`src/rtl/stopwatch_ctrl_pkg.sv`:
```
// Shared definitions for the stopwatch controller: state encodings,
// default widths/timings and a small helper.
// The package is named stopwatch_pkg and is imported by every stopwatch file.
package stopwatch_pkg;

    // Default width of the timer value / display bus.
    localparam int DISP_W_DEF = 24;

    // Default debounce window: 20 ms at 50 MHz.
    localparam int DEBOUNCE_CYCLES_DEF = 1000000;

    // Controller states; the encoding is visible on state_o.
    typedef enum logic [1:0] {
        IDLE    = 2'd0,
        RUNNING = 2'd1,
        PAUSED  = 2'd2,
        LAP     = 2'd3
    } sw_state_e;

    // The timer datapath counts in RUNNING and keeps counting while a lap is shown.
    function automatic logic timer_on(input sw_state_e s);
        return (s == RUNNING) || (s == LAP);
    endfunction

endpackage

```
`src/rtl/stopwatch_ctrl_if.sv`:
```
// Link between the stopwatch controller and the timer datapath.
// master: controller side (drives run/clear, reads the live count).
// slave : datapath side (drives the live count, obeys run/clear).
// timer_run is a level enable; timer_clr is a single-cycle clear pulse.
// There is no valid/ready handshake on this link: time_in is sampled
// whenever it is needed and the two controls are plain registered levels.
interface stopwatch_ctrl_if
    import stopwatch_pkg::*;
#(
    parameter int DISP_W = DISP_W_DEF
);
    logic [DISP_W-1:0] time_in;
    logic              timer_run;
    logic              timer_clr;

    modport master (
        input  time_in,
        output timer_run,
        output timer_clr
    );

    modport slave (
        output time_in,
        input  timer_run,
        input  timer_clr
    );

endinterface

```
`src/rtl/stopwatch_ctrl_key_debounce.sv`:
```
// key_debounce: 2-FF synchronizer, counting debouncer and press detector
// for one raw push-button. The debounced level only follows the
// synchronized input after it has differed for DEBOUNCE_CYCLES consecutive
// cycles; any bounce back restarts the count. key_press is a single-cycle
// pulse on the debounced 0->1 edge (release produces nothing).
module key_debounce
    import stopwatch_pkg::*;
#(
    parameter int DEBOUNCE_CYCLES = DEBOUNCE_CYCLES_DEF
) (
    input  logic clk,
    input  logic rst,
    input  logic key_raw,
    output logic key_level,
    output logic key_press
);

    localparam int CNT_W = $clog2(DEBOUNCE_CYCLES + 1);
    localparam logic [CNT_W-1:0] CNT_LAST = CNT_W'(DEBOUNCE_CYCLES - 1);

    logic [1:0]       sync_q;
    logic [CNT_W-1:0] cnt_q;
    logic             level_q;
    logic             level_dly_q;

    // Synchronize the raw key, qualify changes by a stable-run counter,
    // and keep a one-cycle delayed level for edge detection.
    always_ff @(posedge clk or posedge rst) begin
        if (rst) begin
            sync_q      <= 2'b00;
            cnt_q       <= '0;
            level_q     <= 1'b0;
            level_dly_q <= 1'b0;
        end else begin
            sync_q      <= {sync_q[0], key_raw};
            level_dly_q <= level_q;
            if (sync_q[1] == level_q) begin
                cnt_q <= '0;
            end else if (cnt_q == CNT_LAST) begin
                level_q <= sync_q[1];
                cnt_q   <= '0;
            end else begin
                cnt_q <= cnt_q + 1'b1;
            end
        end
    end

    assign key_level = level_q;
    assign key_press = level_q & ~level_dly_q;

endmodule

```
`src/rtl/stopwatch_ctrl.sv`:
```
// stopwatch_ctrl: two-button stopwatch controller.
// start/stop (ss) and lap/clear (lc) keys are debounced, turned into press
// events and drive an IDLE/RUNNING/PAUSED(/LAP) state machine that enables
// and clears an external timer datapath and selects the displayed value.
// Optional feature macro: STOPWATCH_CTRL_LAP_EN adds the LAP state and the
// lap register; without it lc is ignored in RUNNING and the display is live.
module stopwatch_ctrl
    import stopwatch_pkg::*;
#(
    parameter int DEBOUNCE_CYCLES = DEBOUNCE_CYCLES_DEF,
    parameter int DISP_W          = DISP_W_DEF
) (
    input  logic              clk,
    input  logic              rst,
    input  logic              key_ss,
    input  logic              key_lc,
    stopwatch_ctrl_if.master  tmr,
    output logic [DISP_W-1:0] disp_out,
    output logic              lap_active,
    output logic [1:0]        state_o
);

    logic ss_level, ss_press;
    logic lc_level, lc_press;
    logic ss_ev, lc_ev;

    sw_state_e state_q, state_d;
    logic      run_q, run_d;
    logic      clr_q, clr_d;

    key_debounce #(.DEBOUNCE_CYCLES(DEBOUNCE_CYCLES)) u_dbc_ss (
        .clk       (clk),
        .rst       (rst),
        .key_raw   (key_ss),
        .key_level (ss_level),
        .key_press (ss_press)
    );

    key_debounce #(.DEBOUNCE_CYCLES(DEBOUNCE_CYCLES)) u_dbc_lc (
        .clk       (clk),
        .rst       (rst),
        .key_raw   (key_lc),
        .key_level (lc_level),
        .key_press (lc_press)
    );

    // A press pulse always coincides with a high debounced level; the AND
    // just makes the event definition explicit. ss wins over lc.
    assign ss_ev = ss_press & ss_level;
    assign lc_ev = lc_press & lc_level & ~ss_ev;

`ifdef STOPWATCH_CTRL_LAP_EN
    logic [DISP_W-1:0] lap_q, lap_d;
`endif

    // Next-state and registered-output decode.
    always_comb begin
        state_d = state_q;
        clr_d   = 1'b0;
`ifdef STOPWATCH_CTRL_LAP_EN
        lap_d   = lap_q;
`endif
        case (state_q)
            IDLE: begin
                if (ss_ev) state_d = RUNNING;
            end
            RUNNING: begin
                if (ss_ev) begin
                    state_d = PAUSED;
`ifdef STOPWATCH_CTRL_LAP_EN
                end else if (lc_ev) begin
                    state_d = LAP;
                    lap_d   = tmr.time_in;
`endif
                end
            end
            PAUSED: begin
                if (ss_ev) begin
                    state_d = RUNNING;
                end else if (lc_ev) begin
                    state_d = IDLE;
                    clr_d   = 1'b1;
                end
            end
            LAP: begin
`ifdef STOPWATCH_CTRL_LAP_EN
                if (ss_ev) begin
                    state_d = PAUSED;
                end else if (lc_ev) begin
                    state_d = RUNNING;
                end
`else
                // Unreachable without the lap feature; recover to IDLE.
                state_d = IDLE;
`endif
            end
        endcase
        run_d = timer_on(state_d);
    end

    // State and datapath controls, registered together so the clear pulse
    // lands with the move to IDLE and never overlaps timer_run rising.
    always_ff @(posedge clk or posedge rst) begin
        if (rst) begin
            state_q <= IDLE;
            run_q   <= 1'b0;
            clr_q   <= 1'b0;
        end else begin
            state_q <= state_d;
            run_q   <= run_d;
            clr_q   <= clr_d;
        end
    end

`ifdef STOPWATCH_CTRL_LAP_EN
    // Lap register: frozen copy of the live count taken on entry to LAP.
    always_ff @(posedge clk or posedge rst) begin
        if (rst) begin
            lap_q <= '0;
        end else begin
            lap_q <= lap_d;
        end
    end

    assign lap_active = (state_q == LAP);
    assign disp_out   = lap_active ? lap_q : tmr.time_in;
`else
    assign lap_active = 1'b0;
    assign disp_out   = tmr.time_in;
`endif

    assign tmr.timer_run = run_q;
    assign tmr.timer_clr = clr_q;
    assign state_o       = state_q;

endmodule
```
`src/flat_wrapper.sv`:
```
// flat-port wrapper written by rule: the top's interface ports become plain ports
module stopwatch_ctrl_flat import stopwatch_pkg::*;
#(
    parameter int DEBOUNCE_CYCLES = DEBOUNCE_CYCLES_DEF,
    parameter int DISP_W          = DISP_W_DEF
)
  (clk, rst, key_ss, key_lc, disp_out, lap_active, state_o, tmr_time_in, tmr_timer_run, tmr_timer_clr);
  stopwatch_ctrl_if #(.DISP_W(DISP_W)) tmr_i ();
  input  logic clk;
  input  logic rst;
  input  logic key_ss;
  input  logic key_lc;
  output logic [DISP_W-1:0] disp_out;
  output logic lap_active;
  output logic [1:0] state_o;
  input wire logic [$bits(tmr_i.time_in)-1:0] tmr_time_in;
  output wire logic [$bits(tmr_i.timer_run)-1:0] tmr_timer_run;
  output wire logic [$bits(tmr_i.timer_clr)-1:0] tmr_timer_clr;
  assign tmr_i.time_in = tmr_time_in;
  assign tmr_timer_run = tmr_i.timer_run;
  assign tmr_timer_clr = tmr_i.timer_clr;
  stopwatch_ctrl #(.DEBOUNCE_CYCLES(DEBOUNCE_CYCLES), .DISP_W(DISP_W)) u_core (.clk(clk), .rst(rst), .key_ss(key_ss), .key_lc(key_lc), .tmr(tmr_i), .disp_out(disp_out), .lap_active(lap_active), .state_o(state_o));
endmodule
```
`config.mk`:
```
export PLATFORM = sky130hd
export DESIGN_NAME = stopwatch_ctrl_flat
export DESIGN_NICKNAME = d
export VERILOG_FILES = /design/src/rtl/stopwatch_ctrl_pkg.sv /design/src/rtl/stopwatch_ctrl_if.sv /design/src/rtl/stopwatch_ctrl_key_debounce.sv /design/src/rtl/stopwatch_ctrl.sv /design/src/flat_wrapper.sv
export SDC_FILE = /design/constraint.sdc
export NUM_CORES = 1
export LEC_CHECK = 0
export ABC_AREA = 1
export CORE_MARGIN = 2
export CORE_UTILIZATION = 48
export CTS_BUF_LIST = sky130_fd_sc_hd__clkbuf_4
export CTS_CLUSTER_SIZE = 40
export DETAILED_ROUTE_END_ITERATION = 10
export GPL_TIMING_DRIVEN = 0
export PLACE_DENSITY = 0.77
export SLEW_MARGIN = 5
export SYNTH_ARGS = -nofsm -noshare
export SYNTH_HDL_FRONTEND = slang
export SYNTH_SLANG_ARGS = --single-unit
```
`constraint.sdc`:
```
create_clock -name clk -period 1.7 [get_ports clk]
set_input_delay 0.34 -clock clk [delete_from_list [all_inputs] [get_ports clk]]
set_output_delay 0.34 -clock clk [all_outputs]
set_load 0.03 [all_outputs]
```
==> impl_metrics.json, run 1 <==
{
  "hp-class": "input pin to async pin",
  "drt_first_pass_iters": 4,
  "final_common_cell": "nor2_1",
  "drc": 0,
  "use_met3": 0.0275,
  "worst_ep_arrival_time_ps": 1240,
  "synth_mux_area_frac": 0,
  "period_needed_ps": 1580,
  "synth_xor_area_frac": 0.0577,
  "crit_required_ps": 1360,
  "finalNetCount": 425,
  "path_delay_family": "flip-flops",
  "power_density_nw_per_um2": 734,
  "design_area_um2": 3430,
  "synth-simple-area-share": 0.336,
  "post-route-period-util": 0.928,
  "num_rows": 28,
  "path_class": "register to output pin",
  "synthesis.nets": 386,
  "dp_slack_ps": 181,
  "p_leak_nw": 1.58,
  "cp-start-kind": "register",
  "syn2layout_area_growth_pct": 19.0,
  "max_cap_violations": 0,
  "rsz0062_at_grt": "no",
  "netlist_instances": 356,
  "clockBufferDepth": 2,
  "ant_nets": 0,
  "netlist_area_um2": 2880,
  "dr.first_iter.drc_count": 150,
  "dp_hpwl_um": 3920,
  "slowest_stage": "dfrtp_1",
  "yosys-top-cells-area": "dfrtp_1 (45%), nor2_1 (9.8%), nand2_1 (8.9%)",
  "cts_made_buffers": 5,
  "skew_ps": 8.67,
  "place_congestion": 0.832,
  "end_kind": "output pin",
  "drt-wirelength-per-cell_um": 11.1,
  "start_util": 0.493,
  "hold_violations": 0,
  "multiInputGateArea_um2": 1230,
  "holdWs_ps": 225,
  "worst_slack_ps": 122,
  "numPortBuffers": 31,
  "synth-adder-area-share": 0.00868,
  "layoutNonFillerInstCount": 471,
  "grtUsageMet1": 0.214,
  "cts-root-buf": "clkbuf_4",
  "status": "completed",
  "setup_viol": 0,
  "floorplan.die_area_um2": 6640,
  "clk_pin_slew_ps": 150,
  "htree_levels": 2,
  "peakVddDrop_v": 0.000666,
  "coreArea_um2": 5850,
  "synth.avg_cell_area_um2": 8.10,
  "fin_tns_setup_ps": 0,
  "synth_top_family_by_area": "simple AND/OR/NAND/NOR gates",
  "fillCellCount": 498,
  "ios": 57,
  "cp_num_buf_inv": 1,
  "top_usage_layer": "met2",
  "layout_common_cells": "nor2_1 (75), nand2_1 (68), dfrtp_1 (52)",
  "antenna_cells": 0,
  "synthDistinctLibCells": 26,
  "fmax_ghz": 0.634,
  "drv_slew": 0,
  "grt_overflow": 0,
  "synth_top_area_share": 0.451,
  "path_max_fanout": 6,
  "ys_warn_count": 0,
  "grt_use_total": 0.174,
  "crit_chain": "dlygate4sd2_1",
  "die_w_um": 81.5,
  "post-place-cells": 463,
  "drive_gt1_frac": 0.167,
  "met2_usage": 0.307,
  "slowest_delay_ps": 440,
  "seqCellArea_um2": 1300,
  "wirelength_um": 5240,
  "grt_max_degree": 39,
  "placed_cell_area_um2": 3310,
  "cts_sinks": 52,
  "grt_pass1_vias": 2149,
  "grt_pass1_wl_um": 9090,
  "antenna_found_initial": 0,
  "dieHeight_um": 81.5,
  "vias_per_cell": 4.71,
  "total_power_mw": 2.52,
  "clk_latency_ps": 370,
  "seq_area_frac_synth": 0.451,
  "cts_tree": "yes",
  "ys_ff_latch": 52,
  "synth_top_area_cell": "dfrtp_1",
  "via_count": 2218,
  "final_util": 0.586,
  "synth_compound_gate_area_share": 0.0221
}
==> logic make-up (layout without fill, tap and decap cells) <==
| family | after synthesis | in the layout |
|---|---|---|
| and+or+nand+nor | 201 | 201 |
| DFF | 52 | 52 |
| adders and majority gates | 2 | 2 |
| AOI/OAI and AO/OA | 12 | 12 |
| xor gates and xnor gates | 19 | 19 |
| other | 1 | 1 |
| buffers and inverters | 69 | 109 |
==> worst reg2reg max path, stage by stage (launching register included) <==
cell and delay, ps:
dfrtp_1 390, ha_1 210, nand2_2 110, nor3_2 260
nand3_2 160, nand2_4 150, inv_4 60, nand2_1 70
nor2_1 40
==> state kept, by name (all words and copies together), names as in the netlist <==
name and cells:
u_core.state_o 2, u_core.tmr.timer_clr 1, u_core.tmr.timer_run 1, u_core.u_dbc_lc.cnt_q 20, u_core.u_dbc_lc.key_level 1, u_core.u_dbc_lc.level_dly_q 1
u_core.u_dbc_lc.sync_q 2, u_core.u_dbc_ss.cnt_q 20, u_core.u_dbc_ss.key_level 1, u_core.u_dbc_ss.level_dly_q 1, u_core.u_dbc_ss.sync_q 2
==> area by class of cell <==
cell class                      count  share of cell area
Tap cell                           75              0.0274
Clock inverter                      3              0.0263
Inverter                           44              0.0489
Multi-Input combinational cell    235               0.358
Sequential cell                    52               0.379
Timing Repair Buffer               32              0.0949
Clock buffer                        5              0.0109
Buffer                             25              0.0547
==> what timing repair did <==
item,4_1_cts,5_1_grt
hold buffers,0,0
gates resized for setup,4,0
setup endpoints to repair,4,0
buffers inserted,0,0
==> synthesized netlist by cell type, drive strengths merged <==
cell type,count
xnor2,6
inv,44
o21bai,1
a21oi,5
nor3,8
conb,1
nand3,21
o21ai,5
dfrtp,52
o22ai,1
nand4,4
nor2,88
nand3b,1
nor3b,2
ha,2
xor2,13
nand2,77
buf,25
==> per-layer routing <==
layer	wire [um]	share of wire
met1	2290	0.44
met2	2680	0.51
met3	210	0.040
met4	54	0.010
met5	0	0
==> worst paths after layout <==
check | start | endpoint | slack, ps | cells after the start
setup / recovery | u_core.state_o[0] | state_o[0] | 120 | 1
hold / removal | rst | u_core.u_dbc_ss.cnt_q[8] | 230 | 2
setup reg to reg | u_core.u_dbc_ss.cnt_q[0] | u_core.u_dbc_ss.cnt_q[16] | 170 | 8
hold reg to reg | u_core.u_dbc_lc.sync_q[0] | u_core.u_dbc_lc.sync_q[1] | 370 | 0
max in group asynchronous | rst | u_core.u_dbc_ss.level_dly_q | 980 | 3
min in group clk | u_core.u_dbc_lc.sync_q[0] | u_core.u_dbc_lc.sync_q[1] | 370 | 0
==> where the power goes <==
part           leakage (nW)  internal [mW]  switching [mW]
Combinational         0.802          0.110           0.140
Clock                0.0654          0.606           0.397
Sequential            0.712           1.25          0.0120
Power figures use the tool's default switching activity.
==> run 2: changes to the inputs <==
Settings changed: CORE_ASPECT_RATIO set to 1.4, SLEW_MARGIN 5 to 30.
==> run 2 against run 1 <==
Compared with the run above:
- wire length down 1.0%
- design area is 2.7% lower
- non-clock buffer count fell by 1
- fmax is 0.33% higher
- critical endpoint is now u_core.u_dbc_ss.cnt_q[19]
==> impl_metrics.json, run 2 (synthesis gave the netlist of run 1 again) <==
{
  "drt-wirelength-per-cell_um": 11.1,
  "dr.first_iter.drc_count": 88,
  "postCtsResizedCells": 4,
  "final_common_cell": "nor2_1",
  "wirelength_um": 5180,
  "total_power_mw": 2.07,
  "grt_max_degree": 53,
  "grt_pass1_wl_um": 9160,
  "hold_violations": 0,
  "peakVddDrop_v": 0.000458,
  "max_cap_violations": 0,
  "path_class": "register to register",
  "grt_overflow": 0,
  "vias_per_cell": 4.69,
  "cts_sinks": 52,
  "rsz0062_at_grt": "no",
  "via_count": 2180,
  "cts-root-buf": "clkbuf_4",
  "final_util": 0.573,
  "start_util": 0.495,
  "dp_hpwl_um": 4060,
  "crit_end": "u_core.u_dbc_ss.cnt_q[19]",
  "worst_pin_slew_ps": 625,
  "post-route-period-util": 0.925,
  "place_congestion": 0.852,
  "slew_headroom": 0.584,
  "setup_viol": 0,
  "syn2layout_area_growth_pct": 15.8,
  "power_density_nw_per_um2": 621,
  "grt_use_total": 0.170,
  "layoutNonFillerInstCount": 465,
  "p_leak_nw": 1.54,
  "status": "completed",
  "grt_pass1_vias": 2208,
  "ios": 57,
  "end_kind": "register",
  "reg2reg_slack_ps": 130,
  "r2r-end": "u_core.u_dbc_ss.cnt_q[19]",
  "drv_slew": 0,
  "cp-start-kind": "register",
  "numPortBuffers": 31,
  "clk_pin_slew_ps": 150,
  "cts_tree": "yes",
  "num_rows": 33,
  "ctsHoldBuffers": 0,
  "holdWs_ps": 369,
  "post-place-cells": 457,
  "cts_made_buffers": 5,
  "period_needed_ps": 1570,
  "clk_latency_ps": 370,
  "drive_gt1_frac": 0.165,
  "dieHeight_um": 95.7,
  "worstReg2RegStart": "u_core.u_dbc_ss.cnt_q[0]",
  "antenna_cells": 0,
  "postCtsSetupBuffers": 0,
  "drc": 0,
  "min_path_cells": 0,
  "ant_nets": 0,
  "path_max_fanout": 8,
  "r2r_cells": 8,
  "layout_common_cells": "nor2_1 (75), nand2_1 (68), dfrtp_1 (52)",
  "floorplan.die_area_um2": 6650,
  "top_regs": "u_core.u_dbc_lc.cnt_q x20, u_core.u_dbc_ss.cnt_q x20",
  "die_w_um": 69.5,
  "drt_first_pass_iters": 4,
  "crit_required_ps": 1970,
  "skew_ps": 16.6,
  "antenna_found_initial": 0,
  "coreArea_um2": 5820,
  "hp-class": "register to register",
  "clockBufferDepth": 2,
  "worstSetupStartpoint": "u_core.u_dbc_ss.cnt_q[0]",
  "worst_ep_arrival_time_ps": 1840,
  "finalNetCount": 424,
  "htree_levels": 2,
  "fmax_ghz": 0.636
}
-- run 2: per-layer routing --
metal / global-route usage / wire length [um] / vias up
li1: - / - / 1132
met1: 0.176 / 2000 / 1001
met2: 0.338 / 2900 / 36
met3: 0.0304 / 166 / 11
met4: 0.0654 / 119 / 0
met5: 0 / 0 / -
-- run 2: how the worst min path moves through the flow --
stage / start / end / slack, ps
final: u_core.u_dbc_lc.sync_q[0] / u_core.u_dbc_lc.sync_q[1] / 370
after global routing: key_lc / u_core.u_dbc_lc.sync_q[0] / 350
after CTS: u_core.u_dbc_lc.sync_q[0] / u_core.u_dbc_lc.sync_q[1] / 370
after detailed placement: u_core.u_dbc_lc.sync_q[0] / u_core.u_dbc_lc.sync_q[1] / 340
after global placement: u_core.u_dbc_ss.sync_q[0] / u_core.u_dbc_ss.sync_q[1] / 330
after floorplan: u_core.u_dbc_lc.sync_q[0] / u_core.u_dbc_lc.sync_q[1] / 330
-- run 2: per-stage QoR --
stage / TNS (ps) / setup slack (ps) / cell area [um^2]
floorplan: 0 / 102 / 2880
global placement: -43410 / -838 / 3280
detailed placement: 0 / 132 / 3280
CTS: 0 / 107 / 3340
global route: 0 / 28.3 / 3340
finish: 0 / 127 / 3340
-- run 2: area by class of cell --
cell class              count  area (um^2)
fillers                   565         2480
flip-flops and latches     52         1300
multi-input cells         235         1230
repair buffers             31          305
plain buffers              25          188
inverters                  44          170
well taps                  70         87.6
clock buffers               5         37.5
clock inverters             3         22.5
-- run 2: worst max-delay path, cell delays in order, from the launching register on --
cell     delay [ps]
dfrtp_1         400
ha_1            220
nand2_2         110
nor3_2          270
nand3_2         160
nand2_4         150
inv_4            60
nand2_1          70
nor2_2           30
-- run 2: where the power goes --
group	total [mW]	internal, mW	leakage [nW]	switching, mW
Clock	0.564	0.168	0.0356	0.397
Sequential	1.27	1.25	0.712	0.0124
Combinational	0.245	0.106	0.793	0.138
